===== src/rtl/f2c_dma_sequencer.sv =====
`default_nettype none
// ============================================================================
// Module   : f2c_dma_sequencer
// Purpose  : Streams source QWs as fixed-size MWr TLPs into the host F2C
//            chunk ring. After each chunk it writes the new write pointer to
//            the metrics buffer. Optional stall counter: F2C_STALL_COUNT_EN.
// Revision : 1.0 - initial release
// ============================================================================
module f2c_dma_sequencer #(
    parameter int NUM_CHUNKS = 4,
    parameter int CHUNK_SIZE = 4096,
    parameter int TLP_SIZE   = 128,
    parameter int ADDR_W     = 29
) (
    input  logic                          clk_in,
    input  logic                          rst_in,
    input  logic                          dmaEnable_in,
    input  logic                          dmaReset_in,
    input  logic [ADDR_W-1:0]             f2cBase_in,
    input  logic [ADDR_W-1:0]             mtrBase_in,
    input  logic [$clog2(NUM_CHUNKS)-1:0] rdPtr_in,
    input  logic [63:0]                   srcData_in,
    input  logic                          srcValid_in,
    output logic                          srcReady_out,
    output logic                          reqValid_out,
    input  logic                          reqReady_in,
    output logic [ADDR_W-1:0]             reqAddr_out,
    output logic [7:0]                    reqLenQw_out,
    output logic [63:0]                   txData_out,
    output logic                          txValid_out,
    input  logic                          txReady_in,
    output logic                          txLast_out,
    output logic [$clog2(NUM_CHUNKS)-1:0] wrPtr_out,
`ifdef F2C_STALL_COUNT_EN
    output logic [31:0]                   stallCount_out,
`endif
    output logic                          busy_out
);

    localparam int PTR_W    = $clog2(NUM_CHUNKS);
    localparam int TLPS     = CHUNK_SIZE / TLP_SIZE;
    localparam int QWS      = TLP_SIZE / 8;
    localparam int CHUNK_QW = CHUNK_SIZE / 8;
    localparam int TLP_W    = (TLPS > 1) ? $clog2(TLPS) : 1;
    localparam int QW_W     = (QWS > 1) ? $clog2(QWS) : 1;

    typedef enum logic [2:0] {
        S_IDLE  = 3'd0,
        S_DHDR  = 3'd1,
        S_DDATA = 3'd2,
        S_MHDR  = 3'd3,
        S_MDATA = 3'd4
    } state_t;

    state_t           r_state;
    state_t           w_next;
    logic [PTR_W-1:0] r_wrPtr;
    logic [TLP_W-1:0] r_tlpIdx;
    logic [QW_W-1:0]  r_qwIdx;
    logic             r_rstPend;

    logic [PTR_W-1:0]  w_wrPtrInc;
    logic              w_full;
    logic              w_rstReq;
    logic              w_start;
    logic              w_beat;
    logic              w_lastQw;
    logic              w_lastTlp;
    logic              w_applyRst;
    logic [ADDR_W-1:0] w_dataAddr;

    assign w_wrPtrInc = r_wrPtr + PTR_W'(1);
    assign w_full     = (w_wrPtrInc == rdPtr_in);
    // A fresh dmaReset pulse counts as pending so it beats a same-cycle start.
    assign w_rstReq   = r_rstPend | dmaReset_in;
    assign w_applyRst = (r_state == S_IDLE) && w_rstReq;
    assign w_start    = dmaEnable_in & ~w_full & srcValid_in;
    assign w_beat     = srcValid_in & txReady_in;
    assign w_lastQw   = (r_qwIdx == QW_W'(QWS - 1));
    assign w_lastTlp  = (r_tlpIdx == TLP_W'(TLPS - 1));
    assign w_dataAddr = f2cBase_in
                      + ADDR_W'(r_wrPtr) * ADDR_W'(CHUNK_QW)
                      + ADDR_W'(r_tlpIdx) * ADDR_W'(QWS);

    always_comb begin
        w_next = r_state;
        case (r_state)
            S_IDLE:  if (!w_rstReq && w_start) w_next = S_DHDR;
            S_DHDR:  if (reqReady_in) w_next = S_DDATA;
            S_DDATA: if (w_beat && w_lastQw) w_next = w_lastTlp ? S_MHDR : S_DHDR;
            S_MHDR:  if (reqReady_in) w_next = S_MDATA;
            S_MDATA: if (txReady_in) w_next = S_IDLE;
            default: w_next = S_IDLE;
        endcase
    end

    always_comb begin
        reqValid_out = 1'b0;
        reqAddr_out  = '0;
        reqLenQw_out = '0;
        txData_out   = '0;
        txValid_out  = 1'b0;
        txLast_out   = 1'b0;
        srcReady_out = 1'b0;
        case (r_state)
            S_DHDR: begin
                reqValid_out = 1'b1;
                reqAddr_out  = w_dataAddr;
                reqLenQw_out = 8'(QWS);
            end
            S_DDATA: begin
                txValid_out  = srcValid_in;
                srcReady_out = txReady_in;
                txData_out   = srcData_in;
                txLast_out   = w_lastQw;
            end
            S_MHDR: begin
                reqValid_out = 1'b1;
                reqAddr_out  = mtrBase_in;
                reqLenQw_out = 8'd1;
            end
            S_MDATA: begin
                txValid_out = 1'b1;
                txLast_out  = 1'b1;
                txData_out  = 64'(w_wrPtrInc);
            end
            default: ;
        endcase
    end

    always_ff @(posedge clk_in) begin
        if (rst_in) begin
            r_state   <= S_IDLE;
            r_wrPtr   <= '0;
            r_tlpIdx  <= '0;
            r_qwIdx   <= '0;
            r_rstPend <= 1'b0;
        end else begin
            r_state <= w_next;
            if (w_applyRst) begin
                r_wrPtr   <= '0;
                r_rstPend <= 1'b0;
            end else begin
                if (dmaReset_in) r_rstPend <= 1'b1;
                if (r_state == S_MDATA && txReady_in) r_wrPtr <= w_wrPtrInc;
            end
            if (r_state == S_DHDR && reqReady_in) begin
                r_qwIdx <= '0;
            end else if (r_state == S_DDATA && w_beat) begin
                r_qwIdx <= r_qwIdx + QW_W'(1);
            end
            if (r_state == S_DDATA && w_beat && w_lastQw) begin
                r_tlpIdx <= w_lastTlp ? '0 : r_tlpIdx + TLP_W'(1);
            end
        end
    end

`ifdef F2C_STALL_COUNT_EN
    logic [31:0] r_stallCnt;

    always_ff @(posedge clk_in) begin
        if (rst_in || w_applyRst) begin
            r_stallCnt <= '0;
        end else if (r_state == S_IDLE && dmaEnable_in && srcValid_in && w_full
                     && r_stallCnt != 32'hFFFF_FFFF) begin
            r_stallCnt <= r_stallCnt + 32'd1;
        end
    end

    assign stallCount_out = r_stallCnt;
`endif

    assign wrPtr_out = r_wrPtr;
    assign busy_out  = (r_state != S_IDLE);

endmodule
`default_nettype wire


===== config.mk =====
export PLATFORM = sky130hd
export DESIGN_NAME = f2c_dma_sequencer
export DESIGN_NICKNAME = d
export VERILOG_FILES = /design/src/rtl/f2c_dma_sequencer.sv
export SDC_FILE = /design/constraint.sdc
export NUM_CORES = 1
export LEC_CHECK = 0
export ABC_AREA = 1
export CELL_PAD_IN_SITES_DETAIL_PLACEMENT = 0
export CELL_PAD_IN_SITES_GLOBAL_PLACEMENT = 2
export CORE_MARGIN = 5
export CORE_UTILIZATION = 14
export CTS_BUF_LIST = sky130_fd_sc_hd__clkbuf_8
export CTS_CLUSTER_DIAMETER = 200
export DETAILED_ROUTE_END_ITERATION = 8
export PLACE_DENSITY = 0.95
export SLEW_MARGIN = 5
export SYNTH_ARGS = -nofsm -noshare
export SYNTH_HDL_FRONTEND = slang
export SYNTH_SLANG_ARGS = --single-unit

===== constraint.sdc =====
create_clock -name clk_in -period 3.43 [get_ports clk_in]
set_clock_uncertainty 0.2 [all_clocks]
set_input_delay 0.686 -clock clk_in [delete_from_list [all_inputs] [get_ports clk_in]]
set_output_delay 0.686 -clock clk_in [all_outputs]
set_load 0.005 [all_outputs]

== Word-level counts from Yosys, hierarchy flattened ==
Index checks and enable logic that the tools add are counted.
Operators by class
  equal/unequal tests: 12
  bitwise logic cells: 5
  muxes and demuxes: 15
  $add $sub $neg: 5
  reduce and logical (&&, ||, !) cells: 14
Operators with widths (number)
  one-hot mux 64 bit (2 select lines): 1
  one-hot mux 29 bit (2 select lines): 1
  adder 29 x 11 -> 29 bit: 1
  adder 29 x 9 -> 29 bit: 1
  two-way mux 3 bit: 5
  one-hot mux 3 bit (5 select lines): 1
  one-hot mux 5 bit (2 select lines): 1
  inequality test 2 bit (second input constant): 4
  logical AND 1 bit: 7
  == test 3 x 2 -> 1 bit (second input constant): 2
  OR reduction 2 bit: 3
  adder 5 x 1 -> 5 bit (second input constant): 1
  == test 5 bit (second input constant): 1
  two-way mux 5 bit: 1
  AND reduction 5 bit: 1
  adder 4 x 1 -> 4 bit (second input constant): 1
  == test 4 bit (second input constant): 1
  one-hot mux 1 bit (2 select lines): 2
  bitwise AND 1 bit: 3
  == test 3 x 1 -> 1 bit (second input constant): 1
  == test 3 bit (second input constant): 1
  logical NOT 3 bit: 1
  nonzero test 3 bit: 1
  adder 2 x 1 -> 2 bit (second input constant): 1
  other kinds (7): 8
Word-level totals
  input port bits: 131
  flip-flop bits (word level): 15
  logic and storage cells: 56
  output and inout bits: 108

== Logic depth before layout (Yosys ltp) ==
Gate-level depths: netlist (run 1).
  depth after elaboration: 8
  mapped depth: 12
  depth with buffers taken out: 12

== Worst setup path before layout (run 1) ==
Ideal clock, no wire load.
  path kind: input -> output
  from: input port f2cBase_in[4]
  to: output port reqAddr_out[28]
  data required time: 2.544 ns
  cell stages on the path: 12
  setup slack: 0.459 ns
  arrival: 2.085 ns
  path buffers: 0
  cell sequence: ha_1 -> inv_1 -> fa_1 -> inv_1 -> nand3_1 -> nand3_1 -> nand2_1 -> nand2_1 -> nand2_2 -> o21bai_1 -> nand3_1 -> nand2_1
Between the ends
  longest elaborated chain between the ends: 3
Ends and longest elaborated chain
  start: declaration: RTL line 19  | input logic [ADDR_W-1:0] f2cBase_in,
  adder 29 x 11 -> 29 bit: RTL line 82  | + ADDR_W'(r_wrPtr) * ADDR_W'(CHUNK_QW)
  adder 29 x 9 -> 29 bit: RTL line 83  | + ADDR_W'(r_tlpIdx) * ADDR_W'(QWS);
  one-hot mux 29 bit (2 select lines): RTL line 105  | case (r_state)
  end: declaration: RTL line 27  | output logic [ADDR_W-1:0] reqAddr_out,
Every way passes these cells.

== Final worst setup path (run 1) ==
  from: input port f2cBase_in[6]
  to: output port reqAddr_out[21]
Same word-level chain as after synthesis.

==> results.cfg, run 1 <==
[final_layout]
layout-drive-gt1-share_pct = 15.7
area_growth_pct = 114
final_cells = 1083
nets = 959
fin_area_um2 = 5950

[grt]
antenna_found_initial = 3
grt.total_usage_pct = 11.7
overflow = 0
grt_start_max_net_pins = 32
grt_pass1_wl_um = 21000
grt_pass1_vias = 3815

[detailed_routing]
antenna_left = 0
first_iter_violations = 135
drtPass1Iterations = 4
viasPerCell = 3.71
drt-total-wl_um = 14300
vias = 4013
wire_per_inst_um = 13.2
drcViolationCount = 0

[critical_path]
cpLargestDelayFamily = simple AND/OR/NAND/NOR gates
critPathSlowestCell = dlygate4sd2_1
cp_cell_sequence = dlygate4sd2_1, ha_4, nand2_1, nand2_1, a21oi_1, nand2_2, nand2_2, nand2_1, nand3_1, nand3_1, nand2_1, dlygate4sd2_1
cp-start-kind = input pin
path_buf_inv = 2
critPathCapture = reqAddr_out[21]
critPathArrivalTime_ns = 2.42
cpMostUsedCell = nand2_1
startpoint = f2cBase_in[6]
cpPeakStageDelay_ns = 0.29
r2r_cells = 11
crit_cells = 12
worstReg2RegStart = r_tlpIdx[0]
r2r_slack_ns = 1.58
cp.required_ns = 2.54
r2r_end = r_state[1]
end_kind = output pin
crit_fanout = 6
timing_worst_setup_path_type = input pin to output pin

[floorplan]
start_util_pct = 14.2
pin_count = 239
dieHeight_um = 151
die_area_um2 = 22700
chipWidth_um = 151
rows = 51
core_um2 = 19500

[clock_tree]
clk_path_buf_depth = 2
cts_buffers = 3
h-tree-depth = 1
root_buffer = clkbuf_8
worst_skew_pair.late_latency_ns = 0.25
path_clk_slew_ns = 0.06
cts_tree = yes
cts.sinks = 15

[power]
power_uw = 1820
pwr_density_cell_nw_per_um2 = 306
irDropWorstVdd_uv = 146
leakage_uw = 0.00290

[synth]
synth_largest_area_cell = nand2_1
synth_mux_area_share_pct = 0
synth_fa_ha_area_share_pct = 5.23
synth_top_area_share_pct = 18.1
syn_area_um2 = 2780
synth.distinct_cells = 37
syn_inst = 539
synth_area_leaders = nand2_1, inv_1, nor2_1
synth_compound_area_share_pct = 11.1
ys_seq_elements = 15
synth_top_family_by_area = simple AND/OR/NAND/NOR gates
synthSimpleGateAreaFrac_pct = 50.0
syn_avg_cell_area_um2 = 5.15
ys_warn_count = 0
synth_seq_area_share_pct = 10.8
synth_xor_area_share_pct = 1.58

[job]
max_cap_violations = 0

[placement]
port_buffers = 232
dpl_cell_area_um2 = 5730
gp_congestion = 0.810
dp.cells = 1073
dpl.hpwl_um = 12100

[worst_hold_path]
holdCritPathClass = register to register
hold_path_depth = 1

[sta]
fmax_mhz = 303
hold_viol_final = 0
fin_crit_sh_pct = 96.3
drv_slew = 0
layout_min_cycle_time_ns = 3.30
setup_viol = 0
rsz0062_at_grt = false

[status]
status = finished clean
==> cells by family (layout without fill, tap and decap cells) <==
family / count (synthesis) / count (layout)
AOI/OAI and AO/OA: 51 / 51
xor gates and xnor gates: 5 / 5
adders and majority gates: 11 / 11
buffers and inverters: 144 / 415
DFF: 15 / 15
other: 1 / 8
and+or+nand+nor: 312 / 313
==> cell type report <==
cell class / instances / area, um2
flip-flops and latches: 15 / 300
multi-input cells: 386 / 2100
fillers: 2185 / 13600
well taps: 265 / 332
clock buffers: 3 / 41.3
diodes: 2 / 5.00
repair buffers: 286 / 2700
inverters: 125 / 469
clock inverters: 1 / 5.00
==> what timing repair did <==
| action | CTS | global route |
|---|---|---|
| pin swaps | 14 | 8 |
| buffers inserted | 3 | 0 |
| hold buffers | 0 | 0 |
| hold endpoints to repair | 0 | 0 |
| gates cloned | 1 | 0 |
| setup endpoints to repair | 23 | 17 |
| resized for setup | 69 | 15 |
==> per-layer routing <==
| metal | vias up | track usage [%] | routed length, um |
|---|---|---|---|
| li1 | 2188 | - | - |
| met1 | 1732 | 15.8 | 6270 |
| met2 | 79 | 19.7 | 7150 |
| met3 | 12 | 1.74 | 640 |
| met4 | 2 | 2.36 | 187 |
| met5 | - | 0 | 7 |
==> flip-flops by register name, indices dropped and copies added (netlist names) <==
register   cells
wrPtr_out      2
r_qwIdx        4
r_rstPend      1
r_state        3
r_tlpIdx       5
==> metrics by stage <==
| step | setup WS (ns) | hold slack, ns | util, % | TNS (ns) |
|---|---|---|---|---|
| floorplan | 0.459 | 0.229 | - | 0 |
| global placement | -0.576 | 0.244 | 29.3 | -9.40 |
| detailed placement | -0.605 | 0.249 | 29.3 | -9.91 |
| CTS | 0.000723 | 0.264 | 30.4 | 0 |
| global route | 0.0285 | 0.303 | 30.4 | 0 |
| finish | 0.127 | 0.258 | 30.4 | 0 |
==> cells in the final DEF, fill, tap and decap left out, types with 3 or more instances in the layout <==
| cell | count |
|---|---|
| dlygate4sd2_1 | 21 |
| clkbuf_2 | 3 |
| dfxtp_1 | 15 |
| nor2_1 | 94 |
| ha_4 | 5 |
| nand2_2 | 9 |
| nor3_1 | 5 |
| ha_1 | 4 |
| nand2_1 | 124 |
| nor2_2 | 6 |
| buf_4 | 52 |
| a22o_1 | 5 |
| nand2_4 | 5 |
| nor2_4 | 4 |
| nand3_1 | 34 |
| o21ai_0 | 6 |
| nand4_1 | 13 |
| a21oi_4 | 3 |
| clkbuf_8 | 3 |
| o21ai_1 | 19 |
| a21oi_1 | 13 |
| inv_1 | 107 |
| xnor2_1 | 3 |
| clkdlybuf4s50_1 | 203 |
| inv_2 | 16 |
| conb_1 | 6 |
| nand3b_1 | 4 |
| nand3_2 | 6 |
==> cells in the mapped netlist (all sizes together) <==
library cell / n
a211oi: 1
a21oi: 17
a22o: 5
a32o: 1
and3: 1
buf: 19
clkinv: 2
conb: 1
dfxtp: 15
fa: 1
ha: 10
inv: 123
nand2: 137
nand3: 42
nand3b: 4
nand4: 14
nor2: 104
nor3: 5
nor3b: 2
o211a: 1
o21ai: 25
o21bai: 1
or2: 3
xnor2: 3
xor2: 2
==> report_power, final <==
| part | internal, uW | switching (uW) |
|---|---|---|
| sequential | 196 | 28.7 |
| clock | 80.6 | 66.5 |
| combinational | 760 | 689 |
==> worst min-delay path by stage <==
stage                          start    endpoint
after detailed placement  r_qwIdx[3]  r_qwIdx[3]
after global placement    r_qwIdx[3]  r_qwIdx[3]
after global routing      r_qwIdx[3]  r_qwIdx[3]
after floorplan           r_qwIdx[3]  r_qwIdx[3]
final                     r_qwIdx[3]  r_qwIdx[3]
after CTS                 r_qwIdx[3]  r_qwIdx[3]
Note: power is estimated with default switching activity, not from simulation.
==> inputs of run 2 (changes only) <==
CORE_MARGIN = unset   (was 5)
==> run 2 against run 1 <==
Net effect: hold slack better by 0.0035 ns; final cell count increased by 0.28%; die area shrank 10%; critical path depth increased by 3; final area is 1.2% higher; clock power about the same; via count grew 1.4%; critical endpoint is now reqAddr_out[26]; total power down 1.3%; sequential share of layout area decreased by 0.059 points.
==> results.cfg, run 2 (synthesis gave the netlist of run 1 again) <==
[status]
status = finished clean

[final_layout]
final_util_pct = 30.9
nFillCells = 2144
largest_register_ffs = 5
layout_commonest_cell = clkdlybuf4s50_1
top_regs = r_tlpIdx x5, r_qwIdx x4, r_state x3
mostFrequentLayoutCells = clkdlybuf4s50_1, nand2_1, inv_1
multi_input_area_um2 = 2120
area_growth_pct = 117
max_flop_register = r_tlpIdx
layout-drive-gt1-share_pct = 16.4
diodes = 0
nets = 964
regArea_um2 = 300

[clock_tree]
clk_path_buf_depth = 2
path_clk_slew_ns = 0.06
cts.sinks = 15
worst_skew_pair.late_latency_ns = 0.25
cts_tree = yes
root_buffer = clkbuf_8
cts_buffers = 3
h-tree-depth = 1
hold_buffers = 0

[worst_hold_path]
holdCritPathClass = register to register
min_to = r_qwIdx[3]
hp-start = r_qwIdx[3]
hold_path_depth = 1

[critical_path]
r2r_cells = 10
startpoint = f2cBase_in[4]
r2r_end = r_state[1]
cp-start-kind = input pin
cp.required_ns = 2.54
worstReg2RegStart = r_tlpIdx[0]
critPathArrivalTime_ns = 2.46
r2r_slack_ns = 1.67
end_kind = output pin
crit_fanout = 3
timing_worst_setup_path_type = input pin to output pin

[sta]
layout_min_cycle_time_ns = 3.35
drv_slew = 0
fin_crit_sh_pct = 97.7
setup_viol = 0
holdWs_ns = 0.262
relSlewSlack_pct = 65.8
max_slew.worst_pin.slew_ns = 0.512
hold_viol_final = 0
fmax_mhz = 299
rsz0062_at_grt = true

[floorplan]
core_um2 = 19500
chipWidth_um = 143
rows = 51
start_util_pct = 14.3
die_area_um2 = 20400
dieHeight_um = 143
pin_count = 239

[detailed_routing]
drt-total-wl_um = 13100
viasPerCell = 3.75
vias = 4069
drtPass1Iterations = 6
drcViolationCount = 0
antenna_left = 0
wire_per_inst_um = 12.0
first_iter_violations = 133

[power]
leakage_uw = 0.00298
irDropWorstVdd_uv = 149
pwr_density_cell_nw_per_um2 = 299

[grt]
antenna_found_initial = 0
grt_pass1_wl_um = 19000
grt_pass1_vias = 3601
overflow = 0
grt_start_max_net_pins = 64
use_met1_pct = 16.4
use_met3_pct = 1.41
grt_use_met2_pct = 19.9
grt.total_usage_pct = 11.9
top_usage_layer = met2

[placement]
port_buffers = 232
gp_congestion = 0.809
dpl.hpwl_um = 11000

[job]
max_cap_violations = 0
## run 2: metal layers
layer	share of wire, %	up-vias
li1	-	2198
met1	48	1784
met2	48	81
met3	3.3	6
met4	1.1	0
met5	0	-
## run 2: final cells by class
class                      count  share of cell area (%)
timing repair buffer         291                    45.7
inverter                     125                    7.80
sequential                    15                    4.99
multi-input combinational    386                    35.2
tap                          265                    5.51
clock inverter                 1                  0.0624
clock buffer                   3                   0.686
## run 2: critical path: stages
cell and delay, ns:
dlygate4sd2_1 0.21, ha_2 0.17, inv_1 0.05, fa_2 0.36
inv_2 0.07, buf_4 0.10, nand2_1 0.05, nand3_2 0.09
buf_4 0.12, nand2_1 0.06, nand2_1 0.06, nand2_1 0.06
nand3_2 0.06, nand2_1 0.05, dlygate4sd2_1 0.25
## run 2: worst max-delay path by stage
| stage | endpoint | slack (ns) | cells after the start |
|---|---|---|---|
| final | reqAddr_out[26] | 0.08 | 15 |
| after global placement | reqAddr_out[16] | -0.59 | 14 |
| after CTS | reqAddr_out[9] | 0.0002 | 12 |
| after floorplan | reqAddr_out[28] | 0.46 | 12 |
| after detailed placement | reqAddr_out[28] | -0.62 | 14 |
| after global routing | reqAddr_out[26] | -0.07 | 15 |
## run 2: what timing repair did
item / in CTS / in global routing
resized for setup: 58 / 27
cloned: 1 / 0
pin swaps: 8 / 14
setup endpoints to repair: 23 / 15
setup buffers: 9 / 5
## run 2: power breakdown
part,internal [uW],total [uW],switching [uW]
clock network,79.3,144,64.4
logic,759,1430,669
registers,196,225,29.1
total,1030,1800,763
## run 2: through the flow
stage / power, uW / TNS [ns] / instances / instance area [um2] / setup slack (ns)
floorplan: 838 / 0 / 544 / 2800 / 0.459
global placement: 1710 / -9.79 / 1067 / 5680 / -0.592
detailed placement: 1710 / -9.59 / 1067 / 5680 / -0.621
CTS: 1830 / 0 / 1081 / 5940 / 0.000179
global route: 1970 / -0.160 / 1086 / 6020 / -0.0652
finish: 1800 / 0 / 1086 / 6020 / 0.0805
==> inputs of run 3 (changes only) <==
PLACE_DENSITY = unset   (was 0.95)
PLACE_DENSITY_LB_ADDON = 0.1   (was unset)
==> run 3 against run 2 <==
Net effect: global-route usage up 2.3 points; clock-buffer cell count unchanged; critical path depth decreased by 2; sequential share of layout area is 0.13 points lower; hold slack gained 0.010 ns; critical endpoint is now reqAddr_out[11]; highest routed layer is now met5.
==> results.cfg, run 3 (synthesis gave the netlist of run 1 again) <==
[status]
status = finished clean

[job]
max_cap_violations = 0

[sta]
drv_slew = 0
max_slew.worst_pin.slew_ns = 0.501
hold_viol_final = 0
holdWs_ns = 0.272
fin_tns_setup_ns = 0
rsz0062_at_grt = true
fmax_mhz = 299
setup_viol = 0
layout_min_cycle_time_ns = 3.35
relSlewSlack_pct = 66.5
fin_crit_sh_pct = 97.6

[placement]
dpl.hpwl_um = 12700
gp_congestion = 0.793
dpl_cell_area_um2 = 5780
dp.cells = 1078
port_buffers = 232

[critical_path]
cp.required_ns = 2.54
cpLargestDelayFamily = buffers and inverters
end_kind = output pin
crit_fanout = 4
cp-start-kind = input pin
cpPeakStageDelay_ns = 0.27
cp_cell_sequence = dlygate4sd2_1, ha_4, nand2_1, nand2_2, a21oi_4, buf_12, nand2_8, buf_12, buf_4, a21oi_2, o21ai_2, nand2_1, buf_2
path_buf_inv = 5
critPathArrivalTime_ns = 2.46
critPathSlowestCell = dlygate4sd2_1
timing_worst_setup_path_type = input pin to output pin

[power]
p_clk_share_pct = 8.4
power_frac_comb_pct = 79.4
internal_power_uw = 1060
seqPwrFrac_pct = 12.1
switching_power_uw = 799
p_sw_share_pct = 43.1
pwr_density_cell_nw_per_um2 = 301
irDropWorstVdd_uv = 204
leakage_uw = 0.00308
power_uw = 1860

[floorplan]
chipWidth_um = 143
pin_count = 239
core_um2 = 19500
rows = 51
die_area_um2 = 20400
dieHeight_um = 143
start_util_pct = 14.3

[detailed_routing]
vias = 4219
antenna_left = 0
drcViolationCount = 0
viasPerCell = 3.84
first_iter_violations = 111
wire_per_inst_um = 13.8
drtPass1Iterations = 6
drt-total-wl_um = 15200

[clock_tree]
root_buffer = clkbuf_8
worst_skew_pair.late_latency_ns = 0.26
clk_path_buf_depth = 2
cts.sinks = 15
cts_buffers = 3
h-tree-depth = 1
path_clk_slew_ns = 0.07
cts_tree = yes

[final_layout]
top_regs = r_tlpIdx x5, r_qwIdx x4, r_state x3
largest_register_ffs = 5
layout-drive-gt1-share_pct = 19.2
area_growth_pct = 122
fin_area_um2 = 6170
mostFrequentLayoutCells = clkdlybuf4s50_1, nand2_1, inv_1
max_flop_register = r_tlpIdx
nets = 976
final_cells = 1100
layout_commonest_cell = clkdlybuf4s50_1

[grt]
grt_pass1_vias = 4036
grt_start_max_net_pins = 65
overflow = 0
antenna_found_initial = 2
grt.total_usage_pct = 14.2
grt_pass1_wl_um = 22100

[worst_hold_path]
holdCritPathClass = register to register
## run 3: changes by cell type in the layout (fill, tap and decap cells not counted), sizes merged
cell	delta
buf	+19
dlygate4sd2	-7
clkdlybuf4s50	-4
dlymetal6s2s	+4
diode	+2
inv	-2
clkinv	+1
clkinvlp	+1
## run 3: final timing paths
path,end,cells after the start,start,slack (ns)
hold / removal,r_qwIdx[3],1,r_qwIdx[3],0.27
setup / recovery,reqAddr_out[11],13,f2cBase_in[8],0.08
hold reg to reg,r_qwIdx[3],1,r_qwIdx[3],0.27
setup reg to reg,r_state[2],9,r_qwIdx[0],1.61
## run 3: per-stage QoR
| step | setup WS, ns | util (%) |
|---|---|---|
| 6_report | 0.0829 | 31.7 |
| 4_1_cts | -0.0722 | 31.5 |
| 5_1_grt | -0.0136 | 31.7 |
| 2_1_floorplan | 0.459 | - |
| 3_3_place_gp | -0.693 | 29.7 |
| 3_5_place_dp | -0.685 | 29.7 |
## run 3: what timing repair did
item                                    in CTS  in global routing
gates resized for setup                     98                 20
hold buffers                                 0                  0
cloned                                       1                  0
setup buffers                               13                  3
endpoints found under the setup margin      24                 14
pin swaps                                   31                  8
## run 3: area by class of cell
type,instances,area [um2]
fillers,2167,13300
diodes,2,5.00
inverters,125,469
repair buffers,303,2880
multi-input cells,386,2140
clock buffers,3,41.3
clock inverters,1,7.51
well taps,265,332
flip-flops and latches,15,300
## run 3: worst reg2reg max path, cell delays in order (launching register included)
cell     delay (ns)
dfxtp_1        0.38
ha_1           0.21
nand3_1        0.21
nor2_1         0.22
nor2_1         0.09
a21oi_4        0.17
nand3_2        0.10
nand2_1        0.07
inv_1          0.03
nor2_1         0.08
## run 3: power by group through the flow
stage / sequential (uW) / clock (uW) / combinational (uW)
5_1_grt: 229 / 171 / 1620
4_1_cts: 225 / 165 / 1510
2_1_floorplan: 226 / 0 / 612
3_3_place_gp: 228 / 0 / 1530
3_5_place_dp: 229 / 0 / 1530
6_report: 225 / 157 / 1470
## run 3: metal layers
metal,routed length [um],GRT usage (%),part of all wire (%)
met3,1160,3.96,7.6
met4,37,1.02,0.24
met1,6550,16.8,43
met5,13,0,0.086
met2,7430,26.2,49
